**src/rtl/fp_mul_pipe_if.sv**
```systemverilog
// Operand/result bundle for fp_mul_pipe: pipeline advance, operand pair in, product and flags out.
// The master side drives operands; the slave side is the multiplier.
interface fp_mul_pipe_if #(
    parameter int EXP_W = 5,
    parameter int MAN_W = 10
);
    localparam int DATA_WIDTH = 1 + EXP_W + MAN_W;

    logic                  en;
    logic                  in_valid;
    logic [DATA_WIDTH-1:0] a;
    logic [DATA_WIDTH-1:0] b;
    logic                  out_valid;
    logic [DATA_WIDTH-1:0] result;
    logic [3:0]            flags;

    modport master (
        output en, in_valid, a, b,
        input  out_valid, result, flags
    );

    modport slave (
        input  en, in_valid, a, b,
        output out_valid, result, flags
    );
endinterface

```
**src/rtl/fp_mul_pipe.sv**
```systemverilog
// Three-stage IEEE-754-style multiplier (FTZ, canonical qNaN, flags {invalid, overflow, underflow, inexact}).
// Define FP_MUL_RNE_EN for round-to-nearest-even; otherwise the product is truncated toward zero.
module fp_mul_pipe #(
    parameter int EXP_W = 5,
    parameter int MAN_W = 10
) (
    input  logic          clk,
    input  logic          reset_n,
    fp_mul_pipe_if.slave  bus
);
    localparam int DATA_WIDTH = 1 + EXP_W + MAN_W;
    localparam int BIAS       = (1 << (EXP_W - 1)) - 1;
    localparam int PW         = 2 * (MAN_W + 1);
    localparam int XW         = EXP_W + 2;

    localparam logic [EXP_W-1:0]         EXP_ONES = '1;
    localparam logic signed [XW-1:0]     BIAS_X   = XW'(BIAS);
    localparam logic signed [XW-1:0]     EXP_MAX  = XW'((1 << EXP_W) - 1);
    localparam logic [DATA_WIDTH-1:0]    QNAN     = {1'b0, EXP_ONES, 1'b1, {(MAN_W-1){1'b0}}};

    // ---------------- S1: classify + mantissa product ----------------
    logic                  w_sign_a, w_sign_b;
    logic [EXP_W-1:0]      w_exp_a, w_exp_b;
    logic [MAN_W-1:0]      w_frac_a, w_frac_b;
    logic                  w_zero_a, w_zero_b, w_inf_a, w_inf_b, w_nan_a, w_nan_b;
    logic signed [XW-1:0]  w_exp_sum;
    logic [PW-1:0]         w_prod;

    assign w_sign_a = bus.a[DATA_WIDTH-1];
    assign w_sign_b = bus.b[DATA_WIDTH-1];
    assign w_exp_a  = bus.a[DATA_WIDTH-2:MAN_W];
    assign w_exp_b  = bus.b[DATA_WIDTH-2:MAN_W];
    assign w_frac_a = bus.a[MAN_W-1:0];
    assign w_frac_b = bus.b[MAN_W-1:0];

    // Subnormals have exp=0 and are flushed to zero here.
    assign w_zero_a = (w_exp_a == '0);
    assign w_zero_b = (w_exp_b == '0);
    assign w_inf_a  = (w_exp_a == EXP_ONES) && (w_frac_a == '0);
    assign w_inf_b  = (w_exp_b == EXP_ONES) && (w_frac_b == '0);
    assign w_nan_a  = (w_exp_a == EXP_ONES) && (w_frac_a != '0);
    assign w_nan_b  = (w_exp_b == EXP_ONES) && (w_frac_b != '0);

    assign w_exp_sum = $signed({2'b00, w_exp_a}) + $signed({2'b00, w_exp_b}) - BIAS_X;
    assign w_prod    = PW'({1'b1, w_frac_a}) * PW'({1'b1, w_frac_b});

    logic                  r_s1_valid;
    logic                  r_s1_sign;
    logic                  r_s1_nan, r_s1_inv, r_s1_inf, r_s1_zero;
    logic signed [XW-1:0]  r_s1_exp;
    logic [PW-1:0]         r_s1_prod;

    always_ff @(posedge clk or negedge reset_n) begin
        if (!reset_n) begin
            r_s1_valid <= 1'b0;
            r_s1_sign  <= 1'b0;
            r_s1_nan   <= 1'b0;
            r_s1_inv   <= 1'b0;
            r_s1_inf   <= 1'b0;
            r_s1_zero  <= 1'b0;
            r_s1_exp   <= '0;
            r_s1_prod  <= '0;
        end else if (bus.en) begin
            r_s1_valid <= bus.in_valid;
            r_s1_sign  <= w_sign_a ^ w_sign_b;
            r_s1_nan   <= w_nan_a | w_nan_b;
            r_s1_inv   <= (w_inf_a & w_zero_b) | (w_inf_b & w_zero_a);
            r_s1_inf   <= w_inf_a | w_inf_b;
            r_s1_zero  <= w_zero_a | w_zero_b;
            r_s1_exp   <= w_exp_sum;
            r_s1_prod  <= w_prod;
        end
    end

    // ---------------- S2: normalise + round ----------------
    logic                  w_norm;
    logic [MAN_W-1:0]      w_frac_pre;
    logic                  w_guard, w_sticky;
    logic signed [XW-1:0]  w_exp_norm;
    logic [MAN_W-1:0]      w_frac_rnd;
    logic signed [XW-1:0]  w_exp_rnd;

    // Product lies in [1,4); a set MSB means the binary point moves one place left.
    assign w_norm     = r_s1_prod[PW-1];
    assign w_frac_pre = w_norm ? r_s1_prod[PW-2 -: MAN_W] : r_s1_prod[PW-3 -: MAN_W];
    assign w_guard    = w_norm ? r_s1_prod[MAN_W] : r_s1_prod[MAN_W-1];
    assign w_sticky   = w_norm ? (|r_s1_prod[MAN_W-1:0]) : (|r_s1_prod[MAN_W-2:0]);
    assign w_exp_norm = r_s1_exp + XW'(w_norm);

`ifdef FP_MUL_RNE_EN
    logic                  w_round_up;
    logic [MAN_W:0]        w_frac_sum;

    assign w_round_up = w_guard & (w_sticky | w_frac_pre[0]);
    assign w_frac_sum = {1'b0, w_frac_pre} + (MAN_W+1)'(w_round_up);
    // A carry out of the fraction leaves it all-zero and bumps the exponent.
    assign w_frac_rnd = w_frac_sum[MAN_W-1:0];
    assign w_exp_rnd  = w_exp_norm + XW'(w_frac_sum[MAN_W]);
`else
    assign w_frac_rnd = w_frac_pre;
    assign w_exp_rnd  = w_exp_norm;
`endif

    logic                  r_s2_valid;
    logic                  r_s2_sign;
    logic                  r_s2_nan, r_s2_inv, r_s2_inf, r_s2_zero;
    logic signed [XW-1:0]  r_s2_exp;
    logic [MAN_W-1:0]      r_s2_frac;
    logic                  r_s2_inexact;

    always_ff @(posedge clk or negedge reset_n) begin
        if (!reset_n) begin
            r_s2_valid   <= 1'b0;
            r_s2_sign    <= 1'b0;
            r_s2_nan     <= 1'b0;
            r_s2_inv     <= 1'b0;
            r_s2_inf     <= 1'b0;
            r_s2_zero    <= 1'b0;
            r_s2_exp     <= '0;
            r_s2_frac    <= '0;
            r_s2_inexact <= 1'b0;
        end else if (bus.en) begin
            r_s2_valid   <= r_s1_valid;
            r_s2_sign    <= r_s1_sign;
            r_s2_nan     <= r_s1_nan;
            r_s2_inv     <= r_s1_inv;
            r_s2_inf     <= r_s1_inf;
            r_s2_zero    <= r_s1_zero;
            r_s2_exp     <= w_exp_rnd;
            r_s2_frac    <= w_frac_rnd;
            r_s2_inexact <= w_guard | w_sticky;
        end
    end

    // ---------------- S3: special-case select + pack ----------------
    logic                  w_ovf, w_udf;
    logic [DATA_WIDTH-1:0] w_result;
    logic [3:0]            w_flags;

    assign w_ovf = (r_s2_exp >= EXP_MAX);
    assign w_udf = r_s2_exp[XW-1] | (r_s2_exp == '0);

    always_comb begin
        w_result = {r_s2_sign, r_s2_exp[EXP_W-1:0], r_s2_frac};
        w_flags  = {3'b000, r_s2_inexact};
        if (r_s2_nan) begin
            w_result = QNAN;
            w_flags  = 4'b0000;
        end else if (r_s2_inv) begin
            w_result = QNAN;
            w_flags  = 4'b1000;
        end else if (r_s2_inf) begin
            w_result = {r_s2_sign, EXP_ONES, {MAN_W{1'b0}}};
            w_flags  = 4'b0000;
        end else if (r_s2_zero) begin
            w_result = {r_s2_sign, {(EXP_W+MAN_W){1'b0}}};
            w_flags  = 4'b0000;
        end else if (w_ovf) begin
            w_result = {r_s2_sign, EXP_ONES, {MAN_W{1'b0}}};
            w_flags  = 4'b0101;
        end else if (w_udf) begin
            w_result = {r_s2_sign, {(EXP_W+MAN_W){1'b0}}};
            w_flags  = 4'b0011;
        end
    end

    logic                  r_out_valid;
    logic [DATA_WIDTH-1:0] r_result;
    logic [3:0]            r_flags;

    always_ff @(posedge clk or negedge reset_n) begin
        if (!reset_n) begin
            r_out_valid <= 1'b0;
            r_result    <= '0;
            r_flags     <= '0;
        end else if (bus.en) begin
            r_out_valid <= r_s2_valid;
            r_result    <= w_result;
            r_flags     <= w_flags;
        end
    end

    assign bus.out_valid = r_out_valid;
    assign bus.result    = r_result;
    assign bus.flags     = r_flags;
endmodule
```
**src/flat_wrapper.sv**
```systemverilog
// flat-port wrapper written by rule: the top's interface ports become plain ports
module fp_mul_pipe_flat 
#(
    parameter int EXP_W = 5,
    parameter int MAN_W = 10
)
  (clk, reset_n, bus_en, bus_in_valid, bus_a, bus_b, bus_out_valid, bus_result, bus_flags);
  fp_mul_pipe_if #(.EXP_W(EXP_W), .MAN_W(MAN_W)) bus_i ();
  input  logic clk;
  input  logic reset_n;
  input wire logic [$bits(bus_i.en)-1:0] bus_en;
  input wire logic [$bits(bus_i.in_valid)-1:0] bus_in_valid;
  input wire logic [$bits(bus_i.a)-1:0] bus_a;
  input wire logic [$bits(bus_i.b)-1:0] bus_b;
  output wire logic [$bits(bus_i.out_valid)-1:0] bus_out_valid;
  output wire logic [$bits(bus_i.result)-1:0] bus_result;
  output wire logic [$bits(bus_i.flags)-1:0] bus_flags;
  assign bus_i.en = bus_en;
  assign bus_i.in_valid = bus_in_valid;
  assign bus_i.a = bus_a;
  assign bus_i.b = bus_b;
  assign bus_out_valid = bus_i.out_valid;
  assign bus_result = bus_i.result;
  assign bus_flags = bus_i.flags;
  fp_mul_pipe #(.EXP_W(EXP_W), .MAN_W(MAN_W)) u_core (.clk(clk), .reset_n(reset_n), .bus(bus_i));
endmodule
```
**config.mk**
```make
export PLATFORM = sky130hd
export DESIGN_NAME = fp_mul_pipe_flat
export DESIGN_NICKNAME = d
export VERILOG_FILES = /design/src/rtl/fp_mul_pipe_if.sv /design/src/rtl/fp_mul_pipe.sv /design/src/flat_wrapper.sv
export SDC_FILE = /design/constraint.sdc
export NUM_CORES = 1
export LEC_CHECK = 0
export CORE_AREA = 3 3 94 163
export DETAILED_ROUTE_END_ITERATION = 16
export DIE_AREA = 0 0 97 166
export PLACE_DENSITY_LB_ADDON = 0.3
export REMOVE_ABC_BUFFERS = 1
export SYNTH_ARGS = -nofsm -noshare
export SYNTH_HDL_FRONTEND = slang
export SYNTH_SLANG_ARGS = --single-unit
export TNS_END_PERCENT = 30
```
**constraint.sdc**
```tcl
create_clock -name clk -period 1.5 [get_ports clk]
set_input_delay 0.3 -clock clk [delete_from_list [all_inputs] [get_ports clk]]
set_output_delay 0.3 -clock clk [all_outputs]
set_load 0.01 [all_outputs]
```
==> impl_metrics.env <==
export IMPL_status="finished, violations left"
export IMPL_failed_checks="negative setup slack"
export IMPL_detail_route_wl_per_cell_um=17.5
export IMPL_firstDrtPassIters=7
export IMPL_critical_path_top_delay_family="adder cells"
export IMPL_detail_route_wirelength_um=20400
export IMPL_min_path_type="input port to async pin"
export IMPL_crit_path_max_fanout=4
export IMPL_finalWeightedCongestion=0.949
export IMPL_fmax_mhz=242
export IMPL_hold_viol=0
export IMPL_detail_route_drc_violations=0
export IMPL_horizontal_extent_of_the_die_um=97
export IMPL_portBuffers=56
export IMPL_synth_enable_flop_cells=0
export IMPL_crit_chain="buf_8 > and2_4 > fa_2 > inv_2 > fa_1 > inv_2 > fa_2 > fa_1 > inv_1 > fa_1 > inv_2 > ha_4 > nand2_1 > o21ai_2 > a22oi_2 > a2111o_1 > nand3_1"
export IMPL_drt_vias_per_instance=5.59
export IMPL_dr_wl_met2_um=11600
export IMPL_wirelength_met1_um=6900
export IMPL_tritoncts="built"
export IMPL_ys_seq_elements=80
export IMPL_synth_async_sr_flop_share_pct=100
export IMPL_number_of_global_route_vias_before_repair=7319
export IMPL_top_signal_layer_used="met4"
export IMPL_clock_skew_final_ns=0.0115
export IMPL_final_critical_path_setup_slack_ns=-2.64
export IMPL_n_antenna_cell=0
export IMPL_grtUsageTotal_pct=26.0
export IMPL_final_area_um2=10400
export IMPL_clock_sinks=80
export IMPL_num_nets_final=1167
export IMPL_placement_cell_area_um2=9380
export IMPL_mostFrequentLayoutCell="sky130_fd_sc_hd__buf_4"
export IMPL_clk_insertion_delay_late_ns=0.34
export IMPL_site_rows=57
export IMPL_grt_start_max_net_pins=49
export IMPL_critical_path_arrival_ns=4.42
export IMPL_timing_slew_headroom_pct=59.7
export IMPL_timing_final_crit_period_ns=4.14
export IMPL_syn_instance_count=808
export IMPL_report_final_setup_viol=28
export IMPL_clockRootBuffer="sky130_fd_sc_hd__clkbuf_16"
export IMPL_place_hpwl_um=16200
export IMPL_core_area_um2=14000
export IMPL_die_outline_area_um2=16100
export IMPL_final_min_period_over_clock_period_pct=276
export IMPL_clk_pin_slew_worst_paths_ns=0.07
export IMPL_cts_path_max_buffers=2
export IMPL_slowest_stage="sky130_fd_sc_hd__fa_2"
export IMPL_slew_violations=0
export IMPL_drtAntennaViolNets=0
export IMPL_floorplan_initialDensity_pct=55.1
export IMPL_setup_worst_path_end_class="flip-flop"
export IMPL_grt_ovfl_total=0
export IMPL_powerDensity_nw_per_um2=2050
export IMPL_vias=6514
export IMPL_max_cap_violations=0
export IMPL_setup_tns_ns=-45.96
export IMPL_nFillCells=943
export IMPL_final_layout_size_suffix_gt1_share_pct=32.3
export IMPL_criticalPathCategory="input port to flip-flop"
export IMPL_cts_inserted_buffers=9
export IMPL_h_tree_levels=3
export IMPL_synthToLayoutAreaGrowth_pct=33.9
export IMPL_max_rail_drop_vdd_v=0.00153
export IMPL_synth_warnings=0
export IMPL_setup_repair_after_global_routing_missed_its_margin="true"
export IMPL_grt_pass1_wl_um=34000
export IMPL_die_height_um=166
export IMPL_post_place_ws_ns=-3.83
export IMPL_cpPeakStageDelay_ns=0.53
export IMPL_drtIter0Drc=262
export IMPL_total_leakage_power_nw=4.93
export IMPL_wl_met3_um=579
export IMPL_synth_cell_types=73
export IMPL_finish_utilization_pct=73.8
export IMPL_mostFrequentLayoutCells="sky130_fd_sc_hd__buf_4, sky130_fd_sc_hd__inv_1, sky130_fd_sc_hd__dfrtp_1"
export IMPL_postSynth_topFlopCell="sky130_fd_sc_hd__dfrtp_1"
export IMPL_synth_cell_area_um2=7740
export IMPL_top_level_pins=57
export IMPL_worst_pin_slew_ns=0.599
export IMPL_worst_setup_path_start_kind="input port"
export IMPL_worst_endpoint_required_ns=1.78
export IMPL_synth_sequential_area_ratio_pct=25.9
export IMPL_grt_antenna_before_repair=0
export IMPL_critPathBufInv=5
export IMPL_synthesis_area_per_instance_um2=9.58
==> logic make-up after synthesis <==
family | count (synthesis) | share of synthesized area [%]
AND/OR/NAND/NOR | 234 | 14.9
buffers and inverters | 153 | 7.64
XOR/XNOR | 19 | 2.34
multiplexers | 31 | 4.35
flip-flops | 80 | 25.9
adder cells (fa/ha/maj) | 148 | 31.8
AO/OA/AOI/OAI | 143 | 13.2
==> flip-flops by register name, indices dropped and copies added (netlist names), 4 cells and up <==
name	flops
u_core.r_s1_prod	22
u_core.bus.result	16
u_core.r_s2_frac	10
u_core.r_s1_exp	7
u_core.r_s2_exp	7
u_core.bus.flags	4
==> synth_stat cells, types with 11 or more instances <==
library cell	count	area share, %
sky130_fd_sc_hd__inv_1	115	5.6
sky130_fd_sc_hd__fa_1	81	21
sky130_fd_sc_hd__dfrtp_1	80	26
sky130_fd_sc_hd__nand2_1	74	3.6
sky130_fd_sc_hd__ha_1	67	11
sky130_fd_sc_hd__nor2_1	63	3.1
sky130_fd_sc_hd__a21oi_1	40	2.6
sky130_fd_sc_hd__and2_1	31	2.5
sky130_fd_sc_hd__clkbuf_1	25	1.2
sky130_fd_sc_hd__o21ai_0	21	1.4
sky130_fd_sc_hd__mux2_2	20	2.9
sky130_fd_sc_hd__a21o_1	11	1.1
sky130_fd_sc_hd__nand3_1	11	0.71
sky130_fd_sc_hd__xnor2_1	11	1.2
==> report_power, final <==
part           switching, W  internal (W)  total, W
clock network      0.000870       0.00138   0.00225
registers          0.000495       0.00283   0.00333
logic               0.00761       0.00804    0.0156
==> stage by stage <==
step / hold slack, ns / power (W) / std cells
finish: 0.402 / 0.0212 / 1165
global route: 0.420 / 0.0229 / 1165
CTS: 0.404 / 0.0201 / 1162
detailed placement: 0.223 / 0.0157 / 1133
global placement: 0.222 / 0.0152 / 1133
floorplan: 0.00441 / 0.0109 / 772
==> path summary, 6_finish.rpt <==
path	slack, ns	startpoint	cells after the start	endpoint
worst max-delay path	-2.64	bus_a[2]	17	u_core.r_s1_prod[16]
worst max register to register	-0.08	u_core.r_s1_prod[21]	6	u_core.r_s2_exp[6]
worst min register to register	0.49	u_core.r_s2_frac[0]	1	u_core.bus.result[0]
min in group clk	0.41	bus_en	3	u_core.r_s1_prod[0]
worst min-delay path	0.40	reset_n	2	u_core.r_s1_exp[4]
max in group asynchronous	0.60	reset_n	3	u_core.r_s1_prod[7]
==> worst reg2reg max path, cell delays in order, from the launching register on <==
cell and delay [ns]:
sky130_fd_sc_hd__dfrtp_2 0.46, sky130_fd_sc_hd__ha_1 0.23, sky130_fd_sc_hd__ha_1 0.21, sky130_fd_sc_hd__nand3_1 0.13, sky130_fd_sc_hd__nor2_1 0.08, sky130_fd_sc_hd__xnor2_1 0.23, sky130_fd_sc_hd__a21oi_1 0.11
==> timing repair <==
item / 4_1_cts / 5_1_grt
setup buffers: 15 / 3
resized for setup: 246 / 28
endpoints found under the hold margin: 21 / 0
hold buffers: 1 / 0
endpoints found under the setup margin: 53 / 40
pin swaps: 80 / 21
==> layer usage <==
layer	track usage, %	vias to the layer above
met5	0	-
met4	15.3	0
met3	2.77	85
met2	51.7	184
met1	24.7	3210
li1	-	3035
==> cell type report <==
| type | instances | area, um2 | area share, % |
|---|---|---|---|
| Clock buffer | 11 | 253 | 2.44 |
| Clock inverter | 5 | 53.8 | 0.519 |
| Inverter | 117 | 454 | 4.38 |
| Multi-Input combinational cell | 575 | 5640 | 54.4 |
| Sequential cell | 80 | 2000 | 19.3 |
| Tap cell | 177 | 221 | 2.14 |
| Timing Repair Buffer | 200 | 1740 | 16.8 |
Note: power is estimated with default switching activity, not from simulation.
